==> src/rtl/orion_types_pkg.sv <==
// Shared types for the MEM stage: EX->MEM / MEM->WB records, memory op codes and FSM states.
package orion_types;

    localparam int XLEN  = 32;
    localparam int ADDRW = 32;
    localparam int MASKW = XLEN / 8;

    typedef enum logic [3:0] {
        MEM_NONE, MEM_LB, MEM_LH, MEM_LW, MEM_LBU, MEM_LHU, MEM_SB, MEM_SH, MEM_SW
    } mem_op_e;

    typedef enum logic [1:0] {ST_IDLE, ST_REQ, ST_RESP} mem_state_e;

    typedef struct packed {
        logic [XLEN-1:0] pc;
        logic [31:0]     insn;
    } dbg_t;

    typedef struct packed {
        logic            valid;
        mem_op_e         op;
        logic [4:0]      rd_s;
        logic            rd_we;
        logic [XLEN-1:0] alu;
        logic [XLEN-1:0] store_data;
        dbg_t            debug;
    } ex_mem_t;

    typedef struct packed {
        logic             valid;
        logic [4:0]       rd_s;
        logic             rd_we;
        logic [XLEN-1:0]  rd_v;
        logic [XLEN-1:0]  pc;
        logic [31:0]      insn;
        logic [ADDRW-1:0] mem_addr;
        logic [MASKW-1:0] mem_rmask;
        logic [MASKW-1:0] mem_wmask;
        logic [XLEN-1:0]  mem_rdata;
        logic [XLEN-1:0]  mem_wdata;
    } mem_wb_t;

    function automatic logic is_load(mem_op_e op);
        return op inside {MEM_LB, MEM_LH, MEM_LW, MEM_LBU, MEM_LHU};
    endfunction

    function automatic logic is_store(mem_op_e op);
        return op inside {MEM_SB, MEM_SH, MEM_SW};
    endfunction

endpackage

==> src/rtl/mem_align.sv <==
// Byte-lane logic for the MEM stage: store replication/masks, load extraction and
// sign/zero extension, and natural-alignment checking. Purely combinational.
module mem_align
    import orion_types::*;
(
    input  mem_op_e          op,
    input  logic [1:0]       off,
    input  logic [XLEN-1:0]  store_data,
    input  logic [XLEN-1:0]  rdata,
    output logic             misaligned,
    output logic [MASKW-1:0] wmask,
    output logic [MASKW-1:0] rmask,
    output logic [XLEN-1:0]  wdata,
    output logic [XLEN-1:0]  load_val
);

    logic [7:0]  byte_sel;
    logic [15:0] half_sel;

    assign byte_sel = rdata[{off, 3'b000} +: 8];
    assign half_sel = rdata[{off[1], 4'b0000} +: 16];

    always_comb begin
        misaligned = 1'b0;
        wmask      = '0;
        rmask      = '0;
        wdata      = store_data;
        load_val   = rdata;
        unique case (op)
            MEM_LB, MEM_LBU: begin
                rmask    = MASKW'(1) << off;
                load_val = (op == MEM_LB) ? {{(XLEN-8){byte_sel[7]}}, byte_sel}
                                          : {{(XLEN-8){1'b0}}, byte_sel};
            end
            MEM_LH, MEM_LHU: begin
                misaligned = off[0];
                rmask      = MASKW'(3) << off;
                load_val   = (op == MEM_LH) ? {{(XLEN-16){half_sel[15]}}, half_sel}
                                            : {{(XLEN-16){1'b0}}, half_sel};
            end
            MEM_LW: begin
                misaligned = (off != 2'd0);
                rmask      = '1;
            end
            MEM_SB: begin
                wdata = {(XLEN/8){store_data[7:0]}};
                wmask = MASKW'(1) << off;
            end
            MEM_SH: begin
                misaligned = off[0];
                wdata      = {(XLEN/16){store_data[15:0]}};
                wmask      = MASKW'(3) << off;
            end
            MEM_SW: begin
                misaligned = (off != 2'd0);
                wmask      = '1;
            end
            default: ;
        endcase
    end

endmodule

==> src/rtl/mem_stage.sv <==
// Memory pipeline stage: issues data-memory requests, stalls EX while an access is
// outstanding and produces the registered MEM->WB record.
//
//  state   | meaning
//  IDLE    | no access outstanding; new ops requested combinationally from ex_mem_i
//  REQ     | request presented, waiting for dmem_ready_i
//  RESP    | load accepted by the bus, waiting for dmem_rvalid_i
module mem_stage
    import orion_types::*;
(
    input  logic             clk_i,
    input  logic             rst_i,
    input  ex_mem_t          ex_mem_i,
    output logic             stall_o,
    output logic             dmem_req_o,
    input  logic             dmem_ready_i,
    output logic             dmem_we_o,
    output logic [ADDRW-1:0] dmem_addr_o,
    output logic [MASKW-1:0] dmem_wmask_o,
    output logic [XLEN-1:0]  dmem_wdata_o,
    input  logic             dmem_rvalid_i,
    input  logic [XLEN-1:0]  dmem_rdata_i,
    output mem_wb_t          mem_wb_o,
    output logic             misalign_o
);

    mem_state_e       state;
    mem_wb_t          wb_next;
    logic             is_ld, is_st, is_mem, mis, mem_ok;
    logic             hs, store_done, load_done, complete;
    logic [MASKW-1:0] wmask, rmask;
    logic [XLEN-1:0]  wdata, load_val;

    mem_align u_align (
        .op         (ex_mem_i.op),
        .off        (ex_mem_i.alu[1:0]),
        .store_data (ex_mem_i.store_data),
        .rdata      (dmem_rdata_i),
        .misaligned (mis),
        .wmask      (wmask),
        .rmask      (rmask),
        .wdata      (wdata),
        .load_val   (load_val)
    );

    assign is_ld  = is_load(ex_mem_i.op);
    assign is_st  = is_store(ex_mem_i.op);
    assign is_mem = is_ld | is_st;
    assign mem_ok = ex_mem_i.valid & is_mem & ~mis;

    // EX holds ex_mem_i while stalled, so the bus fields stay constant through REQ/RESP.
    assign dmem_req_o   = rst_i & (((state == ST_IDLE) & mem_ok) | (state == ST_REQ));
    assign dmem_we_o    = is_st;
    assign dmem_addr_o  = {ex_mem_i.alu[ADDRW-1:2], 2'b00};
    assign dmem_wmask_o = is_st ? wmask : '0;
    assign dmem_wdata_o = wdata;

    assign hs         = dmem_req_o & dmem_ready_i;
    assign store_done = hs & is_st;
    assign load_done  = (state == ST_RESP) & dmem_rvalid_i;

    // A misaligned op retires on its own cycle, so it never holds EX.
    assign misalign_o = rst_i & (state == ST_IDLE) & ex_mem_i.valid & is_mem & mis;
    assign stall_o    = rst_i & ex_mem_i.valid & is_mem & ~mis & ~store_done & ~load_done;
    assign complete   = ((state == ST_IDLE) & ex_mem_i.valid & (~is_mem | mis))
                      | store_done | load_done;

    always_comb begin
        wb_next       = '0;
        wb_next.valid = 1'b1;
        wb_next.rd_s  = ex_mem_i.rd_s;
        wb_next.rd_we = ex_mem_i.rd_we & ~(is_mem & mis);
        wb_next.rd_v  = (is_ld & ~mis) ? load_val : ex_mem_i.alu;
        wb_next.pc    = ex_mem_i.debug.pc;
        wb_next.insn  = ex_mem_i.debug.insn;
        if (is_mem & ~mis) begin
            wb_next.mem_addr  = ex_mem_i.alu[ADDRW-1:0];
            wb_next.mem_rmask = is_ld ? rmask : '0;
            wb_next.mem_wmask = dmem_wmask_o;
            wb_next.mem_rdata = is_ld ? dmem_rdata_i : '0;
            wb_next.mem_wdata = is_st ? dmem_wdata_o : '0;
        end
    end

    always_ff @(posedge clk_i or negedge rst_i) begin
        if (!rst_i) begin
            state    <= ST_IDLE;
            mem_wb_o <= '0;
        end else begin
            unique case (state)
                ST_IDLE: begin
                    if (mem_ok) begin
                        if (!hs)        state <= ST_REQ;
                        else if (is_ld) state <= ST_RESP;
                    end
                end
                ST_REQ: begin
                    if (hs) begin
                        if (is_ld) state <= ST_RESP;
                        else       state <= ST_IDLE;
                    end
                end
                ST_RESP: begin
                    if (dmem_rvalid_i) state <= ST_IDLE;
                end
                default: state <= ST_IDLE;
            endcase
            mem_wb_o <= complete ? wb_next : '0;
        end
    end

endmodule
==> config.mk <==
export PLATFORM = sky130hd
export DESIGN_NAME = mem_stage
export DESIGN_NICKNAME = d
export VERILOG_FILES = /design/src/rtl/orion_types_pkg.sv /design/src/rtl/mem_align.sv /design/src/rtl/mem_stage.sv
export SDC_FILE = /design/constraint.sdc
export NUM_CORES = 1
export LEC_CHECK = 0
export BUFFER_PORTS_ARGS = -buffer_cell sky130_fd_sc_hd__buf_2
export CORE_AREA = 2 2 179 181
export CTS_CLUSTER_DIAMETER = 150
export DETAILED_ROUTE_END_ITERATION = 6
export DIE_AREA = 0 0 181 183
export GPL_ROUTABILITY_DRIVEN = 1
export PLACE_DENSITY = 0.55
export SYNTH_ARGS = -nofsm -noshare
export SYNTH_HDL_FRONTEND = slang
export SYNTH_SLANG_ARGS = --single-unit
==> constraint.sdc <==
create_clock -name clk_i -period 5 [get_ports clk_i]
set_clock_uncertainty 0.05 [all_clocks]
set_input_delay 0.75 -clock clk_i [delete_from_list [all_inputs] [get_ports clk_i]]
set_output_delay 0.75 -clock clk_i [all_outputs]
set_load 0.03 [all_outputs]
; ---- Yosys cells after proc, flatten, opt, wreduce, memory -nomap -nowiden
; Cells that the tools add are included.
[word_totals]
ff_bits = 209
input_bits = 175
output_inout_bits = 279
wordCells = 92
[classes]
eq_ne = 14
shifts = 4
n_mux = 21
bitwise_logic = 32
reduce_logical = 9
[op_table]
columns = operator, n
row1 = 207-bit two-way mux, 1
row2 = 32-bit two-way mux, 5
row3 = 32-bit one-hot mux with 2 select lines, 2
row4 = 104-bit two-way mux, 1
row5 = 32-bit by 6-bit indexed part select with 16-bit output, 1
row6 = 32-bit by 6-bit indexed part select with 8-bit output, 1
row7 = 4-bit one-hot mux with 3 select lines, 2
row8 = 1-bit AND, 22
row9 = "4-bit by 3-bit == test with 1-bit output, second input constant", 4
row10 = 2-bit two-way mux, 6
row11 = "4-bit by 2-bit == test with 1-bit output, second input constant", 2
row12 = 4-bit two-way mux, 2
row13 = "2-bit != test, second input constant", 3
row14 = 2-bit one-hot mux with 3 select lines, 1
row15 = 2-bit OR reduction, 3
row16 = 1-bit inverter, 5
row17 = 1-bit bitwise OR, 5
row18 = 5-bit nonzero test, 1
row19 = "4-bit by 1-bit == test with 1-bit output, second input constant", 1
row20 = "4-bit == test, second input constant", 1
row21 = 4-bit AND reduction, 1
row22 = "1-bit by 2-bit left shift with 4-bit output, first input constant", 1
row23 = "2-bit by 2-bit left shift with 4-bit output, first input constant", 1
row24 = "3-bit != test, second input constant", 1
row25 = other kinds (7), 7

; ---- Logic depth before layout (Yosys ltp)
; Gate-level depths: netlist (run 1).
[depth]
depth_word = 13
depth_mapped = 13
mapped_depth_nobuf = 9

; ---- Modules after synthesis
; A second synthesis (run 1) with hierarchy kept.
[hier_totals]
cells_unflattened = 809
hier_area_um2 = 8958.6
[modules_own_cells]
columns = module, instances, cells_per_inst, area_each_um2, seq_area_each_um2
row1 = mem_stage, 1, 591, 7509.7, 5230.0
row2 = mem_align, 1, 218, 1448.9, 0.0

; ---- Least setup slack after synthesis (run 1)
; No wires, ideal clock.
[synth_path]
path_kind = input to output
startpoint = input ex_mem_i[97] in the netlist's numbering
endpoint = output misalign_o
t_arrival_ns = 3.389
setup_slack_ns = 0.811
path_stages = 9
path_buffers = 2
path_cell_list = buf_2 clkbuf_1 inv_1 ha_1 or3b_1 a21o_1 a21oi_1 nor2_1 nor4b_1
[synth_between]
elab_chain_cells = 3
[synth_lines]
columns = element, line_no
row1 = from (decl), mem_stage.sv:13  ; input ex_mem_t ex_mem_i,
row2 = 2-bit nonzero test, "mem_align.sv:42, mem_align.sv:55"
row3 = 1-bit one-hot mux with 2 select lines, mem_align.sv:29  ; unique case (op)
row4 = 1-bit AND, mem_stage.sv:63  ; assign misalign_o = rst_i & (state == ST_IDLE) & ex_mem_i.valid & is_mem & mis;
row5 = to (decl), mem_stage.sv:24  ; output logic misalign_o
; No other way between the ends.

; ---- Worst setup path in the final report (run 1)
; Same ends and word-level chain as after synthesis.

==> results of run 1 <==
cell usage after synthesis, types with 2 or more instances:
| master | n | share of area, % |
|---|---|---|
| ha_1 | 4 | 0.57 |
| dfrtp_1 | 209 | 59 |
| buf_2 | 21 | 1.2 |
| o32ai_1 | 2 | 0.20 |
| and3_1 | 46 | 3.3 |
| or3_1 | 3 | 0.21 |
| a31oi_1 | 3 | 0.21 |
| a21oi_1 | 49 | 2.8 |
| nor3_1 | 7 | 0.40 |
| nand4_1 | 6 | 0.42 |
| a211oi_1 | 9 | 0.76 |
| nor2_1 | 23 | 0.98 |
| and2_1 | 105 | 7.4 |
| nand2b_1 | 8 | 0.57 |
| a21o_1 | 9 | 0.76 |
| o21ai_0 | 26 | 1.5 |
| mux2_2 | 3 | 0.38 |
| nor2b_1 | 21 | 1.5 |
| a221oi_1 | 8 | 0.79 |
| a22o_1 | 2 | 0.20 |
| a22oi_1 | 28 | 2.4 |
| buf_1 | 3 | 0.13 |
| clkbuf_1 | 27 | 1.1 |
| mux2i_1 | 14 | 1.6 |
| nor3_2 | 2 | 0.23 |
| o211ai_1 | 2 | 0.17 |
| nand2_1 | 96 | 4.1 |
| nand3_1 | 7 | 0.40 |
| buf_4 | 42 | 3.6 |
| inv_1 | 8 | 0.34 |
power breakdown:
part           total (mW)  internal, mW  switching, mW
clock network        1.97          1.26          0.709
logic               0.836         0.241          0.595
registers            1.80          1.78         0.0244
through the flow:
| step | cells | setup slack, ns | util (%) | hold slack (ns) | power (mW) |
|---|---|---|---|---|---|
| after floorplan | 821 | 0.811 | - | 0.376 | 2.36 |
| after global placement | 1591 | 0.981 | 35.8 | 0.387 | 2.68 |
| after detailed placement | 1591 | 0.916 | 35.8 | 0.416 | 2.68 |
| after CTS | 1635 | 1.25 | 38.7 | 0.172 | 4.68 |
| after global routing | 1639 | 1.11 | 38.7 | 0.174 | 4.81 |
| final | 1639 | 1.24 | 38.7 | 0.161 | 4.61 |
worst max-delay path, stage by stage:
cell	delay [ns]
buf_2	0.10
inv_1	0.11
ha_1	0.31
or3b_1	0.37
a21o_1	0.20
a21oi_1	0.18
nor2_1	0.12
nor4b_1	0.48
buf_2	0.34
flip-flops by register name, summed over array words and instances (netlist names):
| register | cells |
|---|---|
| state | 2 |
| mem_wb_o | 207 |
logic make-up after synthesis:
family / after synthesis / synth area share, %
simple gates: 334 / 20.4
mux: 18 / 2.22
fa+ha+maj: 4 / 0.566
compound gates: 150 / 11.0
flops: 209 / 59.2
xor+xnor: 1 / 0.0991
other cells: 1 / 0.0424
buf+inv: 103 / 6.46
how the worst max path moves through the flow:
stage	start	end	slack [ns]	cells after the start
2_1_floorplan	ex_mem_i[97]	misalign_o	0.81	9
3_3_place_gp	ex_mem_i[136]	mem_wb_o[200]$_DFF_PN0_	0.98	8
3_5_place_dp	ex_mem_i[136]	mem_wb_o[140]$_DFF_PN0_	0.92	8
4_1_cts	ex_mem_i[97]	misalign_o	1.25	9
5_1_grt	ex_mem_i[134]	dmem_wmask_o[2]	1.11	7
6_report	ex_mem_i[97]	misalign_o	1.24	9
area by class of cell:
| class | instances | area, µm² |
|---|---|---|
| Multi-Input combinational cell | 509 | 3060 |
| Clock inverter | 9 | 149 |
| Clock buffer | 35 | 763 |
| Timing Repair Buffer | 461 | 2340 |
| Tap cell | 402 | 503 |
| Inverter | 10 | 37.5 |
| Antenna cell | 4 | 10.0 |
| Fill cell | 3172 | 19100 |
| Sequential cell | 209 | 5230 |
per-layer routing:
metal | part of all wire [%] | GRT usage (%)
met1 | 42 | 24.9
met2 | 49 | 31.2
met3 | 6.6 | 3.63
met4 | 2.0 | 4.98
met5 | 0.040 | 0
==> impl_metrics.env, run 1 <==
export IMPL_grt_pass1_wl_um=47400
export IMPL_clock_latency_ns=0.51
export IMPL_post_cts_resized=0
export IMPL_hp_class="primary input to async pin"
export IMPL_grt_util_all_layers_pct=18.6
export IMPL_regToRegEndpoint="mem_wb_o[140]$_DFF_PN0_"
export IMPL_fin_crit_ns=3.76
export IMPL_r2r_slack_ns=2.19
export IMPL_die_h_um=183
export IMPL_slew_violations=0
export IMPL_portBuffers=451
export IMPL_final_hold_violation_count=0
export IMPL_gr_total_overflow=0
export IMPL_coreArea_um2=31200
export IMPL_reg2reg_depth=6
export IMPL_via_per_inst=4.59
export IMPL_clock_sinks=209
export IMPL_firstDrtPassIters=5
export IMPL_initial_utilization_pct=28.3
export IMPL_crit_required_ns=4.20
export IMPL_timing_final_crit_share_pct=75.3
export IMPL_synth_flop_cell="dfrtp_1"
export IMPL_wire_per_inst_um=19.7
export IMPL_clk_path_buf_depth=3
export IMPL_final_common_cell="buf_2"
export IMPL_drive_gt1_share_pct=42.3
export IMPL_synth_edf_count=0
export IMPL_critPathLaunchType="primary input"
export IMPL_final_cell_mix="buf_2 (450), dfrtp_1 (209), and2_1 (105)"
export IMPL_leakage_nw=6.90
export IMPL_ctsRootBufferMaster="clkbuf_16"
export IMPL_crit_fanout=8
export IMPL_rows=65
export IMPL_syn2layout_area_growth_pct=36.9
export IMPL_tns_ns=0
export IMPL_maxCapViolations=0
export IMPL_cp_data_arrival_time_ns=2.96
export IMPL_clock_fmax_ghz=0.266
export IMPL_tightest_slew_ns=1.13
export IMPL_ys_warn_count=0
export IMPL_drtIter0Drc=603
export IMPL_holdBufCountCts=0
export IMPL_cts_tree="done"
export IMPL_synth_cell_types=57
export IMPL_power_density_nw_per_um2=381
export IMPL_drcViolationCount=0
export IMPL_ant_nets=0
export IMPL_htreeDepth=1
export IMPL_grt_pass1_vias=7328
export IMPL_final_setup_viol_count=0
export IMPL_grt_max_degree=80
export IMPL_syn_avg_cell_area_um2=10.8
export IMPL_numCtsBuffers=24
export IMPL_slew_headroom_pct=24.6
export IMPL_dp_hpwl_um=24400
export IMPL_die_area_um2=33100
export IMPL_ir_worst_vdd_mv=0.233
export IMPL_syn_inst=820
export IMPL_post_dp_cell_area_um2=11200
export IMPL_final_area_um2=12100
export IMPL_path_clk_slew_ns=0.06
export IMPL_boundaryPins=454
export IMPL_ys_seq_area_share_pct=59.2
export IMPL_drt_wl_total_um=32300
export IMPL_post_cts_setup_buffers=0
export IMPL_critical_path_class="primary input to primary output"
export IMPL_status="finished clean"
export IMPL_syn_area_um2=8840
export IMPL_place_congestion=0.858
export IMPL_via_count=7526
export IMPL_grt_antenna_before_repair=6
export IMPL_die_w_um=181
export IMPL_r2r_start="state[0]$_DFFE_PN0P_"
export IMPL_fin_nets=1394
export IMPL_synth_seq_cells=209
export IMPL_async_reset_ff_share_pct=100
export IMPL_end_kind="primary output"
export IMPL_rsz0062_at_grt="false"
No activity file was read; power rests on OpenSTA's default activity.
==> run 2, diff against run 1 <==
--- a/config.mk
+++ b/config.mk
@@ -11,7 +11,7 @@
 export DETAILED_ROUTE_END_ITERATION = 6
 export DIE_AREA = 0 0 181 183
 export GPL_ROUTABILITY_DRIVEN = 1
-export PLACE_DENSITY = 0.55
+export PLACE_DENSITY = 0.57
 export SYNTH_ARGS = -nofsm -noshare
 export SYNTH_HDL_FRONTEND = slang
 export SYNTH_SLANG_ARGS = --single-unit
==> constraint.sdc (replaced) <==
create_clock -name clk_i -period 3.35 [get_ports clk_i]
set_clock_uncertainty 0.05 [all_clocks]
set_input_delay 0.5025 -clock clk_i [delete_from_list [all_inputs] [get_ports clk_i]]
set_output_delay 0.5025 -clock clk_i [all_outputs]
set_load 0.03 [all_outputs]
==> run 2 against run 1 <==
  * Worst setup slack lost 0.88 ns
  * Sequential power is 50% higher
  * Sequential share of layout area shrank 0.16 points
  * Register-to-register slack got worse by 1.2 ns
  * Combinational power is 53% higher
  * Power increased by 43%
  * Non-clock buffer count up 14
  * Clock power up 34%
  * Critical path depth did not move
  * First-iteration DRC count shrank 11%
  * Design area is 0.36% higher
  * Sequential cell count unchanged
==> impl_metrics.env, run 2 (same netlist as run 1, synthesis figures left out) <==
export IMPL_end_kind="primary output"
export IMPL_timing_final_crit_share_pct=89.3
export IMPL_leakage_nw=6.91
export IMPL_startpoint="ex_mem_i[96]"
export IMPL_clock_fmax_ghz=0.334
export IMPL_placed_cells=1604
export IMPL_numCtsBuffers=24
export IMPL_gr_total_overflow=0
export IMPL_via_count=7621
export IMPL_post_dp_cell_area_um2=11300
export IMPL_r2r_slack_ns=0.96
export IMPL_path_depth=9
export IMPL_slew_headroom_pct=21.1
export IMPL_crit_top_cell="buf_2"
export IMPL_slew_violations=0
export IMPL_die_area_um2=33100
export IMPL_regMostFlops="mem_wb_o"
export IMPL_grt_pass1_wl_um=48900
export IMPL_final_util_pct=38.9
export IMPL_crit_buf_inv=3
export IMPL_r2r_start="state[0]$_DFFE_PN0P_"
export IMPL_grt_pass1_vias=7568
export IMPL_hold_ws_ns=0.139
export IMPL_final_setup_viol_count=0
export IMPL_p_int_mw=4.61
export IMPL_ir_worst_vdd_mv=0.276
export IMPL_grt_max_degree=176
export IMPL_multi_input_area_um2=3070
export IMPL_ant_nets=0
export IMPL_drcViolationCount=0
export IMPL_p_seq_share_pct=40.8
export IMPL_via_per_inst=4.61
export IMPL_reg2reg_depth=7
export IMPL_rsz0062_at_grt="false"
export IMPL_fillCellCount=3146
export IMPL_die_h_um=183
export IMPL_setup_ws_ns=0.358
export IMPL_status="finished clean"
export IMPL_critPathLaunchType="primary input"
export IMPL_top_regs="mem_wb_o (207), state (2)"
export IMPL_tightest_slew_ns=1.18
export IMPL_p_switching_mw=2.00
export IMPL_timing_critical_path_to="dmem_req_o"
export IMPL_fin_crit_ns=2.99
export IMPL_drtIter0Drc=534
export IMPL_power_density_nw_per_um2=544
export IMPL_slowest_delay_ns=0.37
export IMPL_boundaryPins=454
export IMPL_crit_required_ns=2.80
export IMPL_p_total_mw=6.61
export IMPL_rows=65
export IMPL_crit_family="compound AO/OA/AOI/OAI gates"
export IMPL_cp_data_arrival_time_ns=2.44
export IMPL_place_congestion=0.900
export IMPL_p_clk_share_pct=39.8
export IMPL_hp_class="primary input to register"
export IMPL_portBuffers=451
export IMPL_grt_antenna_before_repair=3
export IMPL_critical_path_class="primary input to primary output"
export IMPL_path_clk_slew_ns=0.06
export IMPL_maxCapViolations=0
export IMPL_final_cell_mix="buf_2 (450), dfrtp_1 (209), and2_1 (105)"
export IMPL_switching_share_pct=30.2
export IMPL_clk_path_buf_depth=3
export IMPL_drt_wl_total_um=33300
export IMPL_cts_tree="done"
export IMPL_final_common_cell="buf_2"
export IMPL_wire_per_inst_um=20.1
export IMPL_whs_path_depth=2
export IMPL_p_comb_share_pct=19.4
export IMPL_place_ws_ns=0.177
export IMPL_coreArea_um2=31200
export IMPL_initial_utilization_pct=28.3
export IMPL_ctsRootBufferMaster="clkbuf_16"
export IMPL_grt_util_all_layers_pct=19.4
export IMPL_firstDrtPassIters=5
export IMPL_crit_fanout=8
export IMPL_regToRegEndpoint="mem_wb_o[3]$_DFF_PN0_"
export IMPL_final_hold_violation_count=0
export IMPL_stdcell_count=1653
export IMPL_final_area_um2=12100
export IMPL_dp_hpwl_um=25100
export IMPL_path_cells="buf_2 -> inv_1 -> ha_1 -> or3b_1 -> a21o_1 -> a22o_1 -> a21oi_1 -> nor2_1 -> buf_2"
export IMPL_htreeDepth=1
export IMPL_clock_sinks=209
export IMPL_largest_register_ffs=207
export IMPL_regArea_um2=5230
export IMPL_tns_ns=0
export IMPL_die_w_um=181
export IMPL_syn2layout_area_growth_pct=37.4
export IMPL_drive_gt1_share_pct=42.3
export IMPL_clock_latency_ns=0.51
export IMPL_crit_path_top_delay_cell="or3b_1"
export IMPL_fin_nets=1408
## run 2: power by group through the flow
stage | Clock, mW | Sequential [mW] | Combinational, mW
2_1_floorplan | 0 | 3.02 | 0.503
3_3_place_gp | 0 | 2.74 | 1.29
3_5_place_dp | 0 | 2.74 | 1.29
4_1_cts | 2.71 | 2.70 | 1.30
5_1_grt | 2.83 | 2.71 | 1.38
6_report | 2.63 | 2.70 | 1.28
## run 2: area by class of cell
type                    instances  area share [%]
inverters                      10           0.309
multi-input cells             509            25.3
clock inverters                10           0.928
diodes                          4          0.0824
flip-flops and latches        209            43.1
well taps                     402            4.14
clock buffers                  34            5.60
repair buffers                475            20.6
## run 2: repair_timing
action | CTS | global route
gates resized for setup | 0 | 0
setup endpoints to repair | 0 | 0
endpoints found under the hold margin | 34 | 0
hold buffers | 1 | 0
buffers inserted | 0 | 0
## run 2: worst reg2reg max path, cell delays in order (launching register included)
cell and delay [ns]:
dfrtp_1 0.45, inv_1 0.08, and3_1 0.20, o21bai_4 0.20
nor2_4 0.68, inv_2 0.11, buf_12 0.21, and3_1 0.29
## run 2: worst min path at each step
| stage | startpoint | endpoint | slack (ns) |
|---|---|---|---|
| final | ex_mem_i[30] | mem_wb_o[134]$_DFF_PN0_ | 0.14 |
| after global routing | ex_mem_i[33] | mem_wb_o[137]$_DFF_PN0_ | 0.12 |
| after CTS | ex_mem_i[12] | mem_wb_o[116]$_DFF_PN0_ | 0.12 |
| after detailed placement | rst_i | mem_wb_o[1]$_DFF_PN0_ | 0.36 |
| after global placement | rst_i | state[0]$_DFFE_PN0P_ | 0.37 |
| after floorplan | rst_i | mem_wb_o[0]$_DFF_PN0_ | 0.16 |
## run 2: per-layer routing
metal	part of all wire (%)	track usage, %	vias up	routed length, µm
met5	0	0	-	0
li1	-	-	3551	-
met2	48	31.7	305	16100
met4	2.2	6.02	0	733
met3	6.0	3.87	52	2010
met1	43	26.0	3713	14400
